## src/rtl/mem_io_responder_pkg.sv

```systemverilog
// Shared types and constants for the memory/I-O responder: FSM states and I/O register map.
package mem_io_responder_pkg;

   typedef enum logic [2:0] {
      IDLE   = 3'd0,
      RAM_RD = 3'd1,
      RAM_WR = 3'd2,
      IO_ACC = 3'd3,
      ACK    = 3'd4
   } state_t;

   localparam int IO_LED     = 0;
   localparam int IO_SW      = 1;
   localparam int IO_TIMER   = 2;
   localparam int IO_SCRATCH = 3;

   localparam logic [15:0] IO_BASE_DEFAULT = 16'hFF00;

endpackage

```

## src/rtl/mem_io_responder_io_timer.sv

```systemverilog
// Free-running timer: prescaler divides clk by TIMER_DIV, then a 16-bit wrapping tick counter.
module io_timer #(
   parameter int TIMER_DIV = 50000
) (
   input  logic        clk,
   input  logic        reset,
   input  logic        clear,
   output logic [15:0] count
);

   localparam int PRE_W = (TIMER_DIV > 1) ? $clog2(TIMER_DIV) : 1;
   localparam logic [PRE_W-1:0] PRE_MAX = PRE_W'(TIMER_DIV - 1);

   logic [PRE_W-1:0] pre_reg;
   logic [15:0]      count_reg;

   // A clear on the same edge as a tick takes priority.
   always_ff @(posedge clk) begin
      if (!reset || clear) begin
         pre_reg   <= '0;
         count_reg <= '0;
      end else if (pre_reg == PRE_MAX) begin
         pre_reg   <= '0;
         count_reg <= count_reg + 16'd1;
      end else begin
         pre_reg   <= pre_reg + 1'b1;
      end
   end

   assign count = count_reg;

endmodule

```

## src/rtl/mem_io_responder.sv

```systemverilog
// Memory-side responder: req/ack handshake, RAM vs I/O decode, BRAM read wait-states, I/O registers.
module mem_io_responder
   import mem_io_responder_pkg::*;
#(
   parameter int               ADDR_W    = 16,
   parameter int               DATA_W    = 16,
   parameter logic [ADDR_W-1:0] IO_BASE  = ADDR_W'(IO_BASE_DEFAULT),
   parameter int               RD_LAT    = 1,
   parameter int               TIMER_DIV = 50000
) (
   input  logic              clk,
   input  logic              reset,
   input  logic              req,
   input  logic              we,
   input  logic [ADDR_W-1:0] addr,
   input  logic [DATA_W-1:0] wdata,
   output logic              ack,
   output logic [DATA_W-1:0] rdata,
   output logic              bram_en,
   output logic              bram_we,
   output logic [ADDR_W-1:0] bram_addr,
   output logic [DATA_W-1:0] bram_wdata,
   input  logic [DATA_W-1:0] bram_rdata,
   input  logic [9:0]        sw,
   output logic [9:0]        led,
   output logic              io_err
);

   localparam int WAIT_W = 3;
   // RAM_RD spans one address cycle plus RD_LAT wait-states before the capture edge.
   localparam logic [WAIT_W-1:0] WAIT_INIT = WAIT_W'(RD_LAT);

   state_t              state_reg, state_next;
   logic [ADDR_W-1:0]   addr_reg;
   logic                we_reg;
   logic [DATA_W-1:0]   wdata_reg;
   logic [WAIT_W-1:0]   wait_reg;
   logic [DATA_W-1:0]   rdata_reg;
   logic [9:0]          led_reg;
   logic [DATA_W-1:0]   scratch_reg;
   logic                io_err_reg;
   logic [9:0]          sw_meta_reg, sw_sync_reg;
   logic [15:0]         timer_count;
   logic                timer_clear;
   logic [ADDR_W-1:0]   io_offset;
   logic [DATA_W-1:0]   io_rd_data;
   logic                io_unmapped;

   assign io_offset   = addr_reg - IO_BASE;
   assign timer_clear = (state_reg == IO_ACC) && we_reg && (io_offset == ADDR_W'(IO_TIMER));

   io_timer #(.TIMER_DIV(TIMER_DIV)) u_timer (
      .clk   (clk),
      .reset (reset),
      .clear (timer_clear),
      .count (timer_count)
   );

   always_comb begin
      io_rd_data  = '0;
      io_unmapped = 1'b0;
      case (io_offset)
         ADDR_W'(IO_LED):     io_rd_data = DATA_W'(led_reg);
         ADDR_W'(IO_SW):      io_rd_data = DATA_W'(sw_sync_reg);
         ADDR_W'(IO_TIMER):   io_rd_data = DATA_W'(timer_count);
         ADDR_W'(IO_SCRATCH): io_rd_data = scratch_reg;
         default:             io_unmapped = 1'b1;
      endcase
   end

   always_comb begin
      state_next = state_reg;
      ack        = 1'b0;
      bram_en    = 1'b0;
      bram_we    = 1'b0;
      bram_addr  = '0;
      bram_wdata = '0;
      case (state_reg)
         IDLE: begin
            if (req)
               state_next = (addr >= IO_BASE) ? IO_ACC : (we ? RAM_WR : RAM_RD);
         end
         RAM_WR: begin
            bram_en    = 1'b1;
            bram_we    = 1'b1;
            bram_addr  = addr_reg;
            bram_wdata = wdata_reg;
            state_next = ACK;
         end
         RAM_RD: begin
            bram_en   = 1'b1;
            bram_addr = addr_reg;
            if (wait_reg == '0)
               state_next = ACK;
         end
         IO_ACC: state_next = ACK;
         ACK: begin
            ack = 1'b1;
            if (!req)
               state_next = IDLE;
         end
         default: state_next = IDLE;
      endcase
   end

   always_ff @(posedge clk) begin
      if (!reset) begin
         state_reg   <= IDLE;
         addr_reg    <= '0;
         we_reg      <= 1'b0;
         wdata_reg   <= '0;
         wait_reg    <= '0;
         rdata_reg   <= '0;
         led_reg     <= '0;
         scratch_reg <= '0;
         io_err_reg  <= 1'b0;
         sw_meta_reg <= '0;
         sw_sync_reg <= '0;
      end else begin
         state_reg   <= state_next;
         sw_meta_reg <= sw;
         sw_sync_reg <= sw_meta_reg;
         case (state_reg)
            IDLE: begin
               if (req) begin
                  addr_reg  <= addr;
                  we_reg    <= we;
                  wdata_reg <= wdata;
                  wait_reg  <= WAIT_INIT;
               end
            end
            RAM_RD: begin
               if (wait_reg == '0)
                  rdata_reg <= bram_rdata;
               else
                  wait_reg <= wait_reg - 1'b1;
            end
            IO_ACC: begin
               if (io_unmapped)
                  io_err_reg <= 1'b1;
               if (we_reg) begin
                  if (io_offset == ADDR_W'(IO_LED))
                     led_reg <= wdata_reg[9:0];
                  if (io_offset == ADDR_W'(IO_SCRATCH))
                     scratch_reg <= wdata_reg;
               end else begin
                  rdata_reg <= io_rd_data;
               end
            end
            default: ;
         endcase
      end
   end

   assign rdata  = rdata_reg;
   assign led    = led_reg;
   assign io_err = io_err_reg;

endmodule
```

## config.mk

```make
export PLATFORM = sky130hd
export DESIGN_NAME = mem_io_responder
export DESIGN_NICKNAME = d
export VERILOG_FILES = /design/src/rtl/mem_io_responder_pkg.sv /design/src/rtl/mem_io_responder_io_timer.sv /design/src/rtl/mem_io_responder.sv
export SDC_FILE = /design/constraint.sdc
export NUM_CORES = 1
export LEC_CHECK = 0
export CAP_MARGIN = 10
export CELL_PAD_IN_SITES_DETAIL_PLACEMENT = 1
export CELL_PAD_IN_SITES_GLOBAL_PLACEMENT = 1
export CORE_MARGIN = 10
export CORE_UTILIZATION = 41
export DETAILED_ROUTE_END_ITERATION = 8
export GPL_ROUTABILITY_DRIVEN = 0
export PLACE_DENSITY_LB_ADDON = 0.1
export SLEW_MARGIN = 20
export SYNTH_ARGS = -nofsm -noshare
export SYNTH_HDL_FRONTEND = slang
export SYNTH_SLANG_ARGS = --single-unit
```

## constraint.sdc

```tcl
create_clock -name clk -period 6.1 [get_ports clk]
set_clock_uncertainty 0.2 [all_clocks]
set_input_delay 1.22 -clock clk [delete_from_list [all_inputs] [get_ports clk]]
set_output_delay 1.22 -clock clk [all_outputs]
set_load 0.02 [all_outputs]
```

==> impl_metrics.prom <==
# TYPE chip_impl_metric gauge
chip_impl_info{name="run_status",value="complete, no violations"} 1
chip_impl_metric{name="die_area",unit="sq mm"} 0.0194
chip_impl_metric{name="number_of_cts_inserted_buffers",unit=""} 17
chip_impl_metric{name="crit_required",unit="ps"} 4680
chip_impl_metric{name="vias_per_cell",unit=""} 5.56
chip_impl_metric{name="fin_crit_sh",unit="%"} 69.3
chip_impl_metric{name="final-max-slew-violation-count",unit=""} 0
chip_impl_info{name="crit_path_cell_trace",value="inv_1 > nor3_1 > clkdlybuf4s50_1"} 1
chip_impl_metric{name="route.vias.total",unit=""} 5329
chip_impl_metric{name="post_route_cells_drive_above_1_share",unit="%"} 8.09
chip_impl_metric{name="yosysSeqAreaShare",unit="%"} 46.1
chip_impl_metric{name="drt_wl_total",unit="um"} 18900
chip_impl_info{name="hold_start",value="sw_meta_reg[3]"} 1
chip_impl_metric{name="io_buffers",unit=""} 123
chip_impl_metric{name="leakage",unit="nW"} 2.82
chip_impl_info{name="timing.hold.worst.class",value="flip-flop to flip-flop"} 1
chip_impl_metric{name="dr_iter_0_viols",unit=""} 226
chip_impl_metric{name="fillers",unit=""} 1614
chip_impl_metric{name="synthMuxAreaShare",unit="%"} 7.96
chip_impl_metric{name="grt_first_pass_wirelength",unit="um"} 30200
chip_impl_metric{name="vertical_die_dimension",unit="um"} 139
chip_impl_metric{name="path_clk_slew",unit="ps"} 60
chip_impl_metric{name="post_drt_wl_per_cell",unit="um"} 19.8
chip_impl_metric{name="syn2layout_area_growth",unit="%"} 33.6
chip_impl_info{name="rr_endpoint",value="scratch_reg[8]"} 1
chip_impl_info{name="synth_top_family_by_area",value="simple AND/OR/NAND/NOR gates"} 1
chip_impl_metric{name="synthesized_cell_area",unit="sq mm"} 0.00582
chip_impl_metric{name="dp.final_hpwl",unit="um"} 13500
chip_impl_metric{name="gr-usage-met2",unit="%"} 34.3
chip_impl_metric{name="numPlacedInstances",unit=""} 926
chip_impl_metric{name="syn_avg_cell_area",unit="sq um"} 8.75
chip_impl_metric{name="synth-warning-count",unit=""} 0
chip_impl_metric{name="postSynthNetCount",unit=""} 731
chip_impl_metric{name="drc_errors",unit=""} 0
chip_impl_metric{name="post_layout_power",unit="mW"} 2.23
chip_impl_info{name="endpoint_kind",value="primary output"} 1
chip_impl_metric{name="max_clock_freq",unit="MHz"} 236
chip_impl_metric{name="cts.repair_timing.setup_buffer_count",unit=""} 0
chip_impl_info{name="grt_setup_unrepaired",value="false"} 1
chip_impl_info{name="path_class",value="flip-flop to primary output"} 1
chip_impl_metric{name="number_of_enable_flip_flop_cells_after_synthesis",unit=""} 0
chip_impl_metric{name="maximum_fanout_along_the_worst_path",unit=""} 20
chip_impl_metric{name="fin_util",unit="%"} 56.0
chip_impl_metric{name="final-hold-violation-count",unit=""} 0
chip_impl_metric{name="ant_nets",unit=""} 0
chip_impl_metric{name="power.ir.vdd_worst",unit="V"} 0.000189
chip_impl_metric{name="slew-limit-headroom",unit="%"} 23.9
chip_impl_metric{name="power-per-cell-area",unit="mW/mm^2"} 287
chip_impl_metric{name="worst_hold_slack_after_final_layout",unit="ps"} 233
chip_impl_metric{name="synthDistinctLibCells",unit=""} 45
chip_impl_metric{name="critPathMaxStageDelay",unit="ps"} 980
chip_impl_metric{name="timing.reg2reg.worst_path_depth",unit=""} 4
chip_impl_metric{name="core_region_area",unit="sq mm"} 0.0139
chip_impl_metric{name="synthCells",unit=""} 665
chip_impl_info{name="critical_path.reg2reg.startpoint",value="state_reg[1]"} 1
chip_impl_metric{name="drv_cap",unit=""} 0
chip_impl_metric{name="drt_pass1_iterations",unit=""} 4
chip_impl_metric{name="insertion_delay",unit="ps"} 420
chip_impl_metric{name="crit_arrival",unit="ps"} 2810
chip_impl_metric{name="fp.dieW",unit="um"} 139
chip_impl_metric{name="clk_path_buf_depth",unit=""} 2
chip_impl_metric{name="setup-tns-final",unit="ps"} 0
chip_impl_info{name="critical_path.slowest_cell",value="sky130_fd_sc_hd__dfxtp_1"} 1
chip_impl_metric{name="grt_util_met3",unit="%"} 4.66
chip_impl_metric{name="n_antenna_cell",unit=""} 0
chip_impl_metric{name="cts.hold.buffers_added",unit=""} 0
chip_impl_metric{name="core.rowCount",unit=""} 43
chip_impl_metric{name="grt_max_degree",unit=""} 44
chip_impl_metric{name="first_global_vias",unit=""} 5604
chip_impl_metric{name="worst-r2r-setup-slack",unit="ps"} 2470
chip_impl_metric{name="ys_async_sr_fraction",unit="%"} 0
chip_impl_metric{name="number_of_instances_resized_during_post_cts_repair",unit=""} 0
chip_impl_metric{name="dpl-instance-area",unit="sq mm"} 0.00713
chip_impl_metric{name="finalSetupViolCount",unit=""} 0
chip_impl_info{name="ys.flop_type",value="sky130_fd_sc_hd__dfxtp_1"} 1
chip_impl_metric{name="grt_antenna_before_repair",unit=""} 0
chip_impl_metric{name="num_io_pins",unit=""} 124
chip_impl_info{name="cts_tree",value="done"} 1
chip_impl_info{name="hold_end",value="sw_sync_reg[3]"} 1
chip_impl_metric{name="timing_worst_slew_pin_value",unit="ps"} 1140
chip_impl_metric{name="synth_compound_gate_area_share",unit="%"} 13.3
chip_impl_metric{name="setup_ws",unit="ps"} 1870
chip_impl_metric{name="initial_utilization",unit="%"} 41.9
chip_impl_metric{name="finalNonFillerCells",unit=""} 959
chip_impl_metric{name="post-place-ws",unit="ps"} 2340
chip_impl_info{name="critPathLaunchType",value="flip-flop"} 1
chip_impl_info{name="master_cell_of_the_clock_root_buffer",value="sky130_fd_sc_hd__clkbuf_16"} 1
chip_impl_metric{name="fin_area",unit="sq mm"} 0.00777
chip_impl_metric{name="synthSimpleGateAreaFrac",unit="%"} 25.8
chip_impl_metric{name="cts_num_sinks",unit=""} 134
chip_impl_metric{name="cts_htree_levels",unit=""} 4
chip_impl_metric{name="synth_seq_cells",unit=""} 134
chip_impl_metric{name="design.final.nets",unit=""} 832
chip_impl_metric{name="post_synth_fa_ha_maj_area_fraction",unit="%"} 0.860
chip_impl_metric{name="gr-usage-all-layers",unit="%"} 19.1
chip_impl_metric{name="min_path_cells",unit=""} 1
chip_impl_metric{name="globalRouteMet1Util",unit="%"} 21.2
chip_impl_info{name="worstSetupStartpoint",value="addr_reg[1]"} 1
chip_impl_metric{name="period_minus_slack",unit="ps"} 4230
chip_impl_metric{name="synthXorXnorAreaFrac",unit="%"} 2.26
chip_impl_metric{name="grt.overflow.total",unit=""} 0
chip_impl_info{name="globalRoute.busiestLayer",value="met2"} 1
==> power breakdown <==
| group | switching, mW | leakage (nW) | internal [mW] |
|---|---|---|---|
| combinational | 0.101 | 1.44 | 0.0942 |
| clock | 0.386 | 0.294 | 0.704 |
| sequential | 0.0340 | 1.09 | 0.908 |
==> Yosys cell counts (2+ instances only) <==
cell                        count  share of area (%)
sky130_fd_sc_hd__nand2_1      115                7.4
sky130_fd_sc_hd__nor4_1         3               0.32
sky130_fd_sc_hd__and3_1         5               0.54
sky130_fd_sc_hd__buf_1          2               0.13
sky130_fd_sc_hd__clkbuf_1      41                2.6
sky130_fd_sc_hd__nor3_1         5               0.43
sky130_fd_sc_hd__ha_1           4               0.86
sky130_fd_sc_hd__o21ai_0       34                2.9
sky130_fd_sc_hd__nand3_1       12                1.0
sky130_fd_sc_hd__nand4_1       27                2.9
sky130_fd_sc_hd__and2_1        53                5.7
sky130_fd_sc_hd__nand4bb_1      2               0.39
sky130_fd_sc_hd__a21oi_1       72                6.2
sky130_fd_sc_hd__nand2b_1       3               0.32
sky130_fd_sc_hd__and4_1         7                1.1
sky130_fd_sc_hd__o21a_1         2               0.26
sky130_fd_sc_hd__dfxtp_1      134                 46
sky130_fd_sc_hd__o31ai_1        9                1.2
sky130_fd_sc_hd__a32oi_1       10                1.5
sky130_fd_sc_hd__xnor2_1        7                1.1
sky130_fd_sc_hd__mux2_2         6                1.2
sky130_fd_sc_hd__mux4_2        10                3.9
sky130_fd_sc_hd__or3_1          8               0.86
sky130_fd_sc_hd__nor2_1        27                1.7
sky130_fd_sc_hd__xor2_1         8                1.2
sky130_fd_sc_hd__inv_1          7               0.45
sky130_fd_sc_hd__or4_1         10                1.3
sky130_fd_sc_hd__mux2i_1       17                2.9
sky130_fd_sc_hd__buf_2          3               0.26
sky130_fd_sc_hd__a31oi_1        7               0.75
==> cell usage in the layout, fill, tap and decap left out, types with 12 or more instances in the layout <==
cell / netlist / routed
sky130_fd_sc_hd__a21oi_1: 72 / 71
sky130_fd_sc_hd__and2_1: 53 / 53
sky130_fd_sc_hd__clkbuf_16: 0 / 17
sky130_fd_sc_hd__clkdlybuf4s50_1: 0 / 122
sky130_fd_sc_hd__dfxtp_1: 134 / 134
sky130_fd_sc_hd__mux2i_1: 17 / 17
sky130_fd_sc_hd__nand2_1: 115 / 115
sky130_fd_sc_hd__nand3_1: 12 / 12
sky130_fd_sc_hd__nand4_1: 27 / 27
sky130_fd_sc_hd__nor2_1: 27 / 27
sky130_fd_sc_hd__o21ai_0: 34 / 34
==> critical path: cells and delay by family, from the launching register on <==
kind | cells | cell delay [ps]
buffers and inverters | 2 | 1130
flip-flops | 1 | 980
AND/OR/NAND/NOR | 1 | 280
==> cell families (layout without fill, tap and decap cells) <==
logic type | after synthesis | in the layout
simple gates | 287 | 287
compound gates | 138 | 138
flops | 134 | 134
buf+inv | 54 | 168
mux | 33 | 33
xor+xnor | 15 | 15
fa+ha+maj | 4 | 4
==> layout make-up <==
class                      instances  area, sq um  share of cell area (%)
multi-input combinational        477         2940                    37.8
sequential                       134         2680                    34.5
timing repair buffer             129         1270                    16.4
clock buffer                      20          457                    5.87
tap                              180          225                    2.90
clock inverter                    12          176                    2.27
inverter                           7         26.3                   0.338
==> worst max-delay path by stage <==
stage / endpoint / cells after the start / slack [ps]
floorplan: bram_addr[1] / 5 / 2770
global placement: bram_addr[1] / 3 / 2440
detailed placement: bram_addr[1] / 3 / 2340
CTS: bram_addr[1] / 3 / 1900
global route: bram_addr[1] / 3 / 1660
finish: bram_addr[1] / 3 / 1870
==> per-layer routing <==
layer | vias to the layer above | routed length (um)
met5 | - | 0
met4 | 0 | 335
met3 | 24 | 768
met2 | 130 | 9860
met1 | 2621 | 7990
li1 | 2554 | -
(Power assumes the default switching activity.)
